==> src/rtl/jogo_pkg.sv <==
// Shared definitions for the sequence memory game: state codes, default
// parameters and the content rule of the sequence ROM.
package jogo_pkg;

    localparam int unsigned N_CHAVES_PADRAO       = 4;
    localparam int unsigned PROFUNDIDADE_PADRAO   = 16;
    localparam int unsigned TIMEOUT_CICLOS_PADRAO = 5000;
    localparam int unsigned N_CHAVES_MAX          = 8;
    localparam int unsigned ESTADO_W              = 4;

    // Codes are visible on db_estado; final states keep fixed, readable values.
    typedef enum logic [ESTADO_W-1:0] {
        StInicial       = 4'h0,
        StPrepara       = 4'h1,
        StIniciaRodada  = 4'h2,
        StEspera        = 4'h3,
        StRegistra      = 4'h4,
        StCompara       = 4'h5,
        StProxima       = 4'h6,
        StProximaRodada = 4'h7,
        StFimAcerto     = 4'hA,
        StFimErro       = 4'hE,
        StFimTimeout    = 4'hF
    } estado_t;

    function automatic logic [N_CHAVES_MAX-1:0] palavra_rom(input int unsigned indice,
                                                           input int unsigned n_chaves);
        logic [N_CHAVES_MAX-1:0] palavra;
        palavra = N_CHAVES_MAX'(1) << (indice % n_chaves);
        return palavra;
    endfunction

endpackage

==> src/rtl/rom_sequencia.sv <==
// Synchronous-read ROM holding the expected key for each move index.
module rom_sequencia
    import jogo_pkg::*;
#(
    parameter int unsigned N_CHAVES     = N_CHAVES_PADRAO,
    parameter int unsigned PROFUNDIDADE = PROFUNDIDADE_PADRAO
) (
    input  logic                            clock,
    input  logic [$clog2(PROFUNDIDADE)-1:0] endereco,
    output logic [N_CHAVES-1:0]             dado
);

    logic [N_CHAVES_MAX-1:0] palavra;

    always_comb begin
        palavra = palavra_rom(32'(endereco), N_CHAVES);
    end

    always_ff @(posedge clock) begin
        dado <= N_CHAVES'(palavra);
    end

endmodule

==> src/rtl/jogo_sequencia_param.sv <==
// Sequence memory game: each round the player repeats the ROM sequence up to
// the current round, with a per-move timeout.
module jogo_sequencia_param
    import jogo_pkg::*;
#(
    parameter int unsigned N_CHAVES       = N_CHAVES_PADRAO,
    parameter int unsigned PROFUNDIDADE   = PROFUNDIDADE_PADRAO,
    parameter int unsigned TIMEOUT_CICLOS = TIMEOUT_CICLOS_PADRAO
) (
    input  logic                            clock,
    input  logic                            reset,
    input  logic                            iniciar,
    input  logic                            modo,
    input  logic [N_CHAVES-1:0]             chaves,
    output logic [N_CHAVES-1:0]             leds,
    output logic                            pronto,
    output logic                            ganhou,
    output logic                            perdeu,
    output logic                            db_timeout,
    output logic [3:0]                      db_estado,
    output logic [$clog2(PROFUNDIDADE)-1:0] db_rodada,
    output logic [$clog2(PROFUNDIDADE)-1:0] db_endereco
);

    localparam int unsigned AW = $clog2(PROFUNDIDADE);
    localparam int unsigned LW = AW + 1;
    localparam int unsigned TW = $clog2(TIMEOUT_CICLOS);

    localparam logic [TW-1:0] TIMEOUT_FIM  = TW'(TIMEOUT_CICLOS - 1);
    localparam logic [LW-1:0] LIMITE_CHEIO = LW'(PROFUNDIDADE);
    localparam logic [LW-1:0] LIMITE_MEIO  = LW'(PROFUNDIDADE / 2);

    estado_t estado_q, estado_d;

    logic [N_CHAVES-1:0] chaves_q;
    logic [N_CHAVES-1:0] leds_q;
    logic [N_CHAVES-1:0] rom_dado;
    logic [AW-1:0]       rodada_q;
    logic [AW-1:0]       endereco_q;
    logic [LW-1:0]       limite_q;
    logic [TW-1:0]       timeout_q;

    logic limpa_rodada, inc_rodada;
    logic limpa_endereco, inc_endereco;
    logic limpa_timeout, conta_timeout;
    logic limpa_leds, registra_leds;
    logic captura_limite;

    logic jogada, fim_timeout, acerto, ultima_jogada, ultima_rodada;

    rom_sequencia #(
        .N_CHAVES     (N_CHAVES),
        .PROFUNDIDADE (PROFUNDIDADE)
    ) u_rom (
        .clock    (clock),
        .endereco (endereco_q),
        .dado     (rom_dado)
    );

    // A move is an edge: keys idle last cycle and pressed now.
    assign jogada        = (chaves != '0) && (chaves_q == '0);
    assign fim_timeout   = (timeout_q == TIMEOUT_FIM);
    assign acerto        = (leds_q == rom_dado);
    assign ultima_jogada = (endereco_q == rodada_q);
    assign ultima_rodada = ({1'b0, rodada_q} == (limite_q - LW'(1)));

    always_ff @(posedge clock or posedge reset) begin
        if (reset) begin
            estado_q <= StInicial;
        end else begin
            estado_q <= estado_d;
        end
    end

    always_comb begin
        estado_d       = estado_q;
        limpa_rodada   = 1'b0;
        inc_rodada     = 1'b0;
        limpa_endereco = 1'b0;
        inc_endereco   = 1'b0;
        limpa_timeout  = 1'b0;
        conta_timeout  = 1'b0;
        limpa_leds     = 1'b0;
        registra_leds  = 1'b0;
        captura_limite = 1'b0;

        unique case (estado_q)
            StInicial: begin
                if (iniciar) estado_d = StPrepara;
            end
            StPrepara: begin
                limpa_rodada   = 1'b1;
                limpa_endereco = 1'b1;
                limpa_leds     = 1'b1;
                limpa_timeout  = 1'b1;
                captura_limite = 1'b1;
                estado_d       = StIniciaRodada;
            end
            StIniciaRodada: begin
                limpa_endereco = 1'b1;
                limpa_timeout  = 1'b1;
                estado_d       = StEspera;
            end
            StEspera: begin
                // A move on the last allowed cycle beats the timeout.
                if (jogada) begin
                    limpa_timeout = 1'b1;
                    estado_d      = StRegistra;
                end else if (fim_timeout) begin
                    estado_d = StFimTimeout;
                end else begin
                    conta_timeout = 1'b1;
                end
            end
            StRegistra: begin
                registra_leds = 1'b1;
                estado_d      = StCompara;
            end
            StCompara: begin
                if (!acerto) begin
                    estado_d = StFimErro;
                end else if (!ultima_jogada) begin
                    estado_d = StProxima;
                end else if (ultima_rodada) begin
                    estado_d = StFimAcerto;
                end else begin
                    estado_d = StProximaRodada;
                end
            end
            StProxima: begin
                inc_endereco = 1'b1;
                estado_d     = StEspera;
            end
            StProximaRodada: begin
                inc_rodada = 1'b1;
                estado_d   = StIniciaRodada;
            end
            StFimAcerto, StFimErro, StFimTimeout: begin
                if (iniciar) estado_d = StPrepara;
            end
            default: begin
                estado_d = StInicial;
            end
        endcase
    end

    // History is sampled in every state so keys held through reset or start
    // never look like a fresh press.
    always_ff @(posedge clock or posedge reset) begin
        if (reset) begin
            chaves_q <= '0;
        end else begin
            chaves_q <= chaves;
        end
    end

    always_ff @(posedge clock or posedge reset) begin
        if (reset) begin
            limite_q <= LIMITE_CHEIO;
        end else if (captura_limite) begin
            limite_q <= modo ? LIMITE_MEIO : LIMITE_CHEIO;
        end
    end

    always_ff @(posedge clock or posedge reset) begin
        if (reset) begin
            rodada_q <= '0;
        end else if (limpa_rodada) begin
            rodada_q <= '0;
        end else if (inc_rodada && !ultima_rodada) begin
            rodada_q <= rodada_q + AW'(1);
        end
    end

    always_ff @(posedge clock or posedge reset) begin
        if (reset) begin
            endereco_q <= '0;
        end else if (limpa_endereco) begin
            endereco_q <= '0;
        end else if (inc_endereco && !ultima_jogada) begin
            endereco_q <= endereco_q + AW'(1);
        end
    end

    always_ff @(posedge clock or posedge reset) begin
        if (reset) begin
            timeout_q <= '0;
        end else if (limpa_timeout) begin
            timeout_q <= '0;
        end else if (conta_timeout && !fim_timeout) begin
            timeout_q <= timeout_q + TW'(1);
        end
    end

    always_ff @(posedge clock or posedge reset) begin
        if (reset) begin
            leds_q <= '0;
        end else if (limpa_leds) begin
            leds_q <= '0;
        end else if (registra_leds) begin
            leds_q <= chaves;
        end
    end

    always_comb begin
        pronto     = (estado_q == StFimAcerto) || (estado_q == StFimErro) ||
                     (estado_q == StFimTimeout);
        ganhou     = (estado_q == StFimAcerto);
        perdeu     = (estado_q == StFimErro) || (estado_q == StFimTimeout);
        db_timeout = (estado_q == StFimTimeout);
    end

    assign leds        = leds_q;
    assign db_estado   = estado_q;
    assign db_rodada   = rodada_q;
    assign db_endereco = endereco_q;

endmodule

==> config.mk <==
export PLATFORM = sky130hd
export DESIGN_NAME = jogo_sequencia_param
export DESIGN_NICKNAME = d
export VERILOG_FILES = /design/src/rtl/jogo_pkg.sv /design/src/rtl/rom_sequencia.sv /design/src/rtl/jogo_sequencia_param.sv
export SDC_FILE = /design/constraint.sdc
export NUM_CORES = 1
export LEC_CHECK = 0
export BUFFER_PORTS_ARGS = -buffer_cell sky130_fd_sc_hd__buf_2
export CAP_MARGIN = 0
export CORE_UTILIZATION = 45
export DETAILED_ROUTE_END_ITERATION = 8
export SETUP_SLACK_MARGIN = 0.15
export SYNTH_ARGS = -nofsm -noshare
export SYNTH_HDL_FRONTEND = slang
export SYNTH_SLANG_ARGS = --single-unit
==> constraint.sdc <==
create_clock -name clock -period 4.9 [get_ports clock]
set_input_delay 0.49 -clock clock [delete_from_list [all_inputs] [get_ports clock]]
set_output_delay 0.49 -clock clock [all_outputs]
set_load 0.005 [all_outputs]
# After elaboration in Yosys (flattened, before gate mapping)
# Index checks and enable logic that the tools add are counted.
op_classes:
  n_addsub: 4
  n_eq_ne: 16
  shifts: 1
  muxes: 26
  reduce_logical: 22
op_table:
  columns: ["cell", "count"]
  rows:
  - ["2-to-1 mux 4 bit", 12]
  - ["2-to-1 mux 13 bit", 2]
  - ["one-hot mux 4 bit (6 select lines)", 1]
  - ["== test 4 x 3 -> 1 bit, second input constant", 4]
  - ["adder 13 x 1 -> 13 bit, second input constant", 1]
  - ["== test 13 bit, second input constant", 1]
  - ["== test 4 bit, second input constant", 3]
  - ["2-to-1 mux 1 bit", 9]
  - ["adder 4 x 1 -> 4 bit, second input constant", 2]
  - ["== test 4 x 2 -> 1 bit, second input constant", 2]
  - ["== test 4 bit", 2]
  - ["logical NOT 4 bit", 2]
  - ["nonzero test 2 bit", 4]
  - ["OR reduction 2 bit", 3]
  - ["== test 4 x 5 -> 1 bit", 1]
  - ["2-to-1 mux 5 bit", 1]
  - ["subtractor 5 x 1 -> 5 bit, second input constant", 1]
  - ["== test 4 x 1 -> 1 bit, second input constant", 1]
  - ["logical AND 1 bit", 4]
  - ["nonzero test 4 bit", 1]
  - ["OR reduction 4 bit", 1]
  - ["left shift 1 x 2 -> 4 bit, first input constant", 1]
  - ["logical NOT 1 bit", 3]
  - ["logical OR 1 bit", 3]
  - ["4 further kinds", 4]
word_totals:
  register_bits: 42
  inputBits: 8
  output_inout_bits: 20

# Logic depth before layout (Yosys ltp)
logic_depth:
  depth_word: 7
  ltp_mapped: 7

# Hierarchy
# Synthesis repeated with hierarchy kept, for this count alone.
unflattened:
  cells_unflattened: 222
  area_unflattened_um2: 2095.8
modules_own_cells:
  columns: ["module", "instances", "cells_per_inst", "area_each_um2"]
  rows:
  - ["jogo_sequencia_param", 1, 214, 1989.4]
  - ["rom_sequencia", 1, 8, 106.4]

# Least setup slack after synthesis
# Ideal clock, no wire load.
synth_timing:
  path_kind: "in2reg"
  from: "in chaves[0]"
  to: "reg timeout_q[9]"
  setup_ns: 0.078
  t_arrival_ns: 1.864
  path_slack_ns: 2.958
  stages: 6
  n_path_buf: 1
  cell_sequence: "or4_4 a21oi_2 buf_6 nand4_4 or3_1 a21oi_1"
synth_via:
  elab_chain_cells: 6
synth_rtl:
  columns: ["item", "line_no", "source"]
  rows:
  - ["from (decl)", "jogo_sequencia_param.sv:14", "input logic [N_CHAVES-1:0] chaves,"]
  - ["nonzero test 4 bit (*)", "jogo_sequencia_param.sv:61", "assign jogada = (chaves != '0) && (chaves_q == '0);"]
  - ["logical AND 1 bit (*)", "jogo_sequencia_param.sv:61", null]
  - ["2-to-1 mux 1 bit", "jogo_sequencia_param.sv:106", "if (jogada) begin"]
  - ["2-to-1 mux 1 bit", "jogo_sequencia_param.sv:87", "unique case (estado_q)"]
  - ["logical AND 1 bit", "jogo_sequencia_param.sv:190", "end else if (conta_timeout && !fim_timeout) begin"]
  - ["nonzero test 2 bit (no source line)", null, null]
  - ["to (signal assigned)", "jogo_sequencia_param.sv:191", "timeout_q <= timeout_q + TW'(1);"]
  - ["to (decl)", "jogo_sequencia_param.sv:41", "logic [TW-1:0] timeout_q;"]
# Mark *: on every way between the ends. The rest lies on a longest branch, timed or not.
# A chain may end at the register's enable or synchronous reset.

# Final worst setup path
layout_timing:
  from: "reg estado_q[0] (netlist: db_estado[0])"
  to: "reg timeout_q[12]"
layout_via:
  elab_chain_cells: 4
layout_rtl:
  columns: ["item", "line_no", "source"]
  rows:
  - ["from (decl)", "jogo_sequencia_param.sv:33", "estado_t estado_q, estado_d;"]
  - ["from (signal assigned)", "jogo_sequencia_param.sv:69", "estado_q <= StInicial;"]
  - ["from (signal assigned)", "jogo_sequencia_param.sv:71", "estado_q <= estado_d;"]
  - ["== test 4 x 2 -> 1 bit or == test 4 x 1 -> 1 bit (tied branches)", "jogo_sequencia_param.sv:87", null]
  - ["OR reduction 2 bit (no source line) or 2-to-1 mux 1 bit (tied branches)", null, null]
  - ["one-hot mux 1 bit (2 select lines) or logical AND 1 bit (tied branches)", "jogo_sequencia_param.sv:87, jogo_sequencia_param.sv:190", null]
  - ["2-to-1 mux 13 bit or nonzero test 2 bit (tied branches)", null, null]
# Several ways; a longest one is shown, not always the timed one.

==> out/metrics.cfg <==
[sta]
fin_crit_ns = 2.27
rsz0062_at_grt = false
finalMaxSlewViolations = 0
final.setup.tns_ns = 0
worstMarginPinSlew_ns = 1.01
setup_viol = 0
relSlewSlack_pct = 32.4
finClkSkew_ns = 0.00797
fmax_mhz = 440
hold_violations = 0
period_share_pct = 46.4

[critical_path]
path_delay_family = simple AND/OR/NAND/NOR gates
cp-start-kind = register
crit_type = register to register
critical-path-slowest-cell = dfrtp_1
worstPathCellList = nand4bb_1, a21oi_2, nand3_1, or3_1, a21oi_1
critPathMaxStageDelay_ns = 0.68
critPathMaxFanout = 18
path_buf_inv = 0
end_kind = register
required_ns = 5.11
arrival_ns = 2.48

[job]
max_cap_violations = 0

[synth]
ys_ff_latch = 39
yosys-top-cells-count = 34 x dfrtp_1, 26 x nor2_1, 23 x nand2_1
ys_types = 45
synth_top_cell_area_share_pct = 42.0
yosysMostFrequentCell = dfrtp_1
synth_largest_area_cell = dfrtp_1
ys_warn_count = 0
synthCells = 218
synth_nets = 229
ys.flop_type = dfrtp_1
syn_area_sq_um = 2030
synth_edf_count = 0
synth_area_leaders = dfrtp_1 42%, xnor2_1 5.2%, nor2_1 4.8%, xor2_1 4.3%, nand2_1 4.3%
ys_seq_area_share_pct = 47.2
ys_async_sr_fraction_pct = 89.7
avgSynthCellArea_sq_um = 9.30

[power]
power.density_nw_per_um2 = 491
ir_drop_mv = 0.243
cellLeakagePower_nw = 1.04
finalPower_mw = 1.11

[detailed_routing]
drc = 0
wl_mm = 4.15
num_vias = 1612
via_per_inst = 5.43
firstDrtPassIters = 4
wl_per_cell_microns = 14.0
antenna_left = 0
drt_iter0_drc = 63

[place]
hpwl_mm = 2.98
gp_congestion = 0.871
dpl_cell_area_sq_um = 2190
port_buffers = 27
place_inst = 289

[clocking]
post_cts_resized = 0
clock_latency_ns = 0.29
cts_tree = done
cts_buffer_depth = 2
cts_made_buffers = 5
cts_setup_buffers = 0
htree_num_levels = 2
cts-root-buf = clkbuf_8
cts_hold_buf = 0
clkSlewWorstSetupHoldPaths_ns = 0.08
clock_sinks = 39

[floorplanning]
dieHeight_microns = 69.1
core_area_sq_um = 4350
num_io_pins = 28
fp.dieArea_sq_um = 4780
die_w_microns = 69.1
num_rows = 24
initial_core_util_pct = 46.6

[layout]
nets = 255
syn2layout_area_growth_pct = 11.9
layout.cells.non_filler = 297
antenna-diode-count = 0
drive_gt1_share_pct = 17.1
stdcell_area_sq_um = 2270

[hold_path]
min_path_type = input pin to asynchronous set/reset pin

[grt]
grt.total_usage_pct = 19.4
grt_max_degree = 36
overflow = 0
grt.met1_usage_pct = 23.5
busiest_layer = met2
met3_usage_pct = 4.39
grt_pass1_wl_mm = 7.30
grt_pass1_vias = 1592
antenna_found_initial = 0
use_met2_pct = 32.5

[status]
status = completed

where the power goes:
| group | internal, mW | switching [mW] |
|---|---|---|
| clock network | 0.101 | 0.110 |
| registers | 0.387 | 0.0991 |
| logic | 0.175 | 0.240 |
| total | 0.664 | 0.449 |
flip-flops by register name (all words and copies together), names as in the netlist:
name	count
db_estado	4
chaves_q	4
db_rodada	4
leds	4
u_rom.dado	4
timeout_q	13
limite_q	2
db_endereco	4
worst min-delay path, cell delays in order:
cell and delay (ns):
buf_2 0.09, inv_1 0.04, buf_4 0.40
area by class of cell:
cell class	instances	area (sq um)
inverter	5	18.8
sequential	39	957
timing repair buffer	28	143
fill	405	2090
multi-input combinational	165	1000
tap	52	65.1
clock buffer	8	80.1
layer usage:
layer / vias to the layer above / wire length, microns
met3: 8 / 120
met1: 760 / 1900
li1: 813 / -
met5: - / 0
met2: 31 / 2040
met4: 0 / 87
through the flow:
step	setup slack [ns]	utilization, %	hold slack (ns)
after floorplan	2.96	-	0.486
after global placement	2.44	50.3	0.500
after detailed placement	2.36	50.3	0.515
after CTS	2.60	52.1	0.301
after global routing	2.32	52.1	0.322
final	2.63	52.1	0.284
worst paths after layout:
check | cells after the start | slack [ns] | startpoint | to
min reg2reg | 2 | 0.52 | limite_q[4] | limite_q[4]
max reg2reg | 5 | 2.63 | db_estado[0] | timeout_q[12]
min in group clock | 1 | 0.33 | chaves[2] | chaves_q[2]
max in group asynchronous | 3 | 4.27 | reset | limite_q[4]
min | 3 | 0.28 | reset | db_estado[3]
max | 5 | 2.63 | db_estado[0] | timeout_q[12]
kinds of logic (layout without fill, tap and decap cells):
family,after synthesis,count (layout),share of synthesized area [%]
buf+inv,14,41,3.21
mux,1,1,0.556
fa+ha+maj,3,3,1.85
compound gates,41,41,12.3
simple gates,98,98,25.3
xor+xnor,22,22,9.51
flops,39,39,47.2
layout by cell type, fill, tap and decap left out, types with 5 or more instances in the layout:
| master | n |
|---|---|
| dfrtp_1 | 34 |
| a21oi_1 | 12 |
| xnor2_1 | 12 |
| nor3_1 | 6 |
| xor2_1 | 10 |
| nand2_1 | 23 |
| nand4_1 | 7 |
| nor2_1 | 26 |
| o21ai_0 | 11 |
| inv_1 | 5 |
| clkbuf_8 | 5 |
| nand3_1 | 7 |
| buf_2 | 27 |
Power figures use the tool's default switching activity.
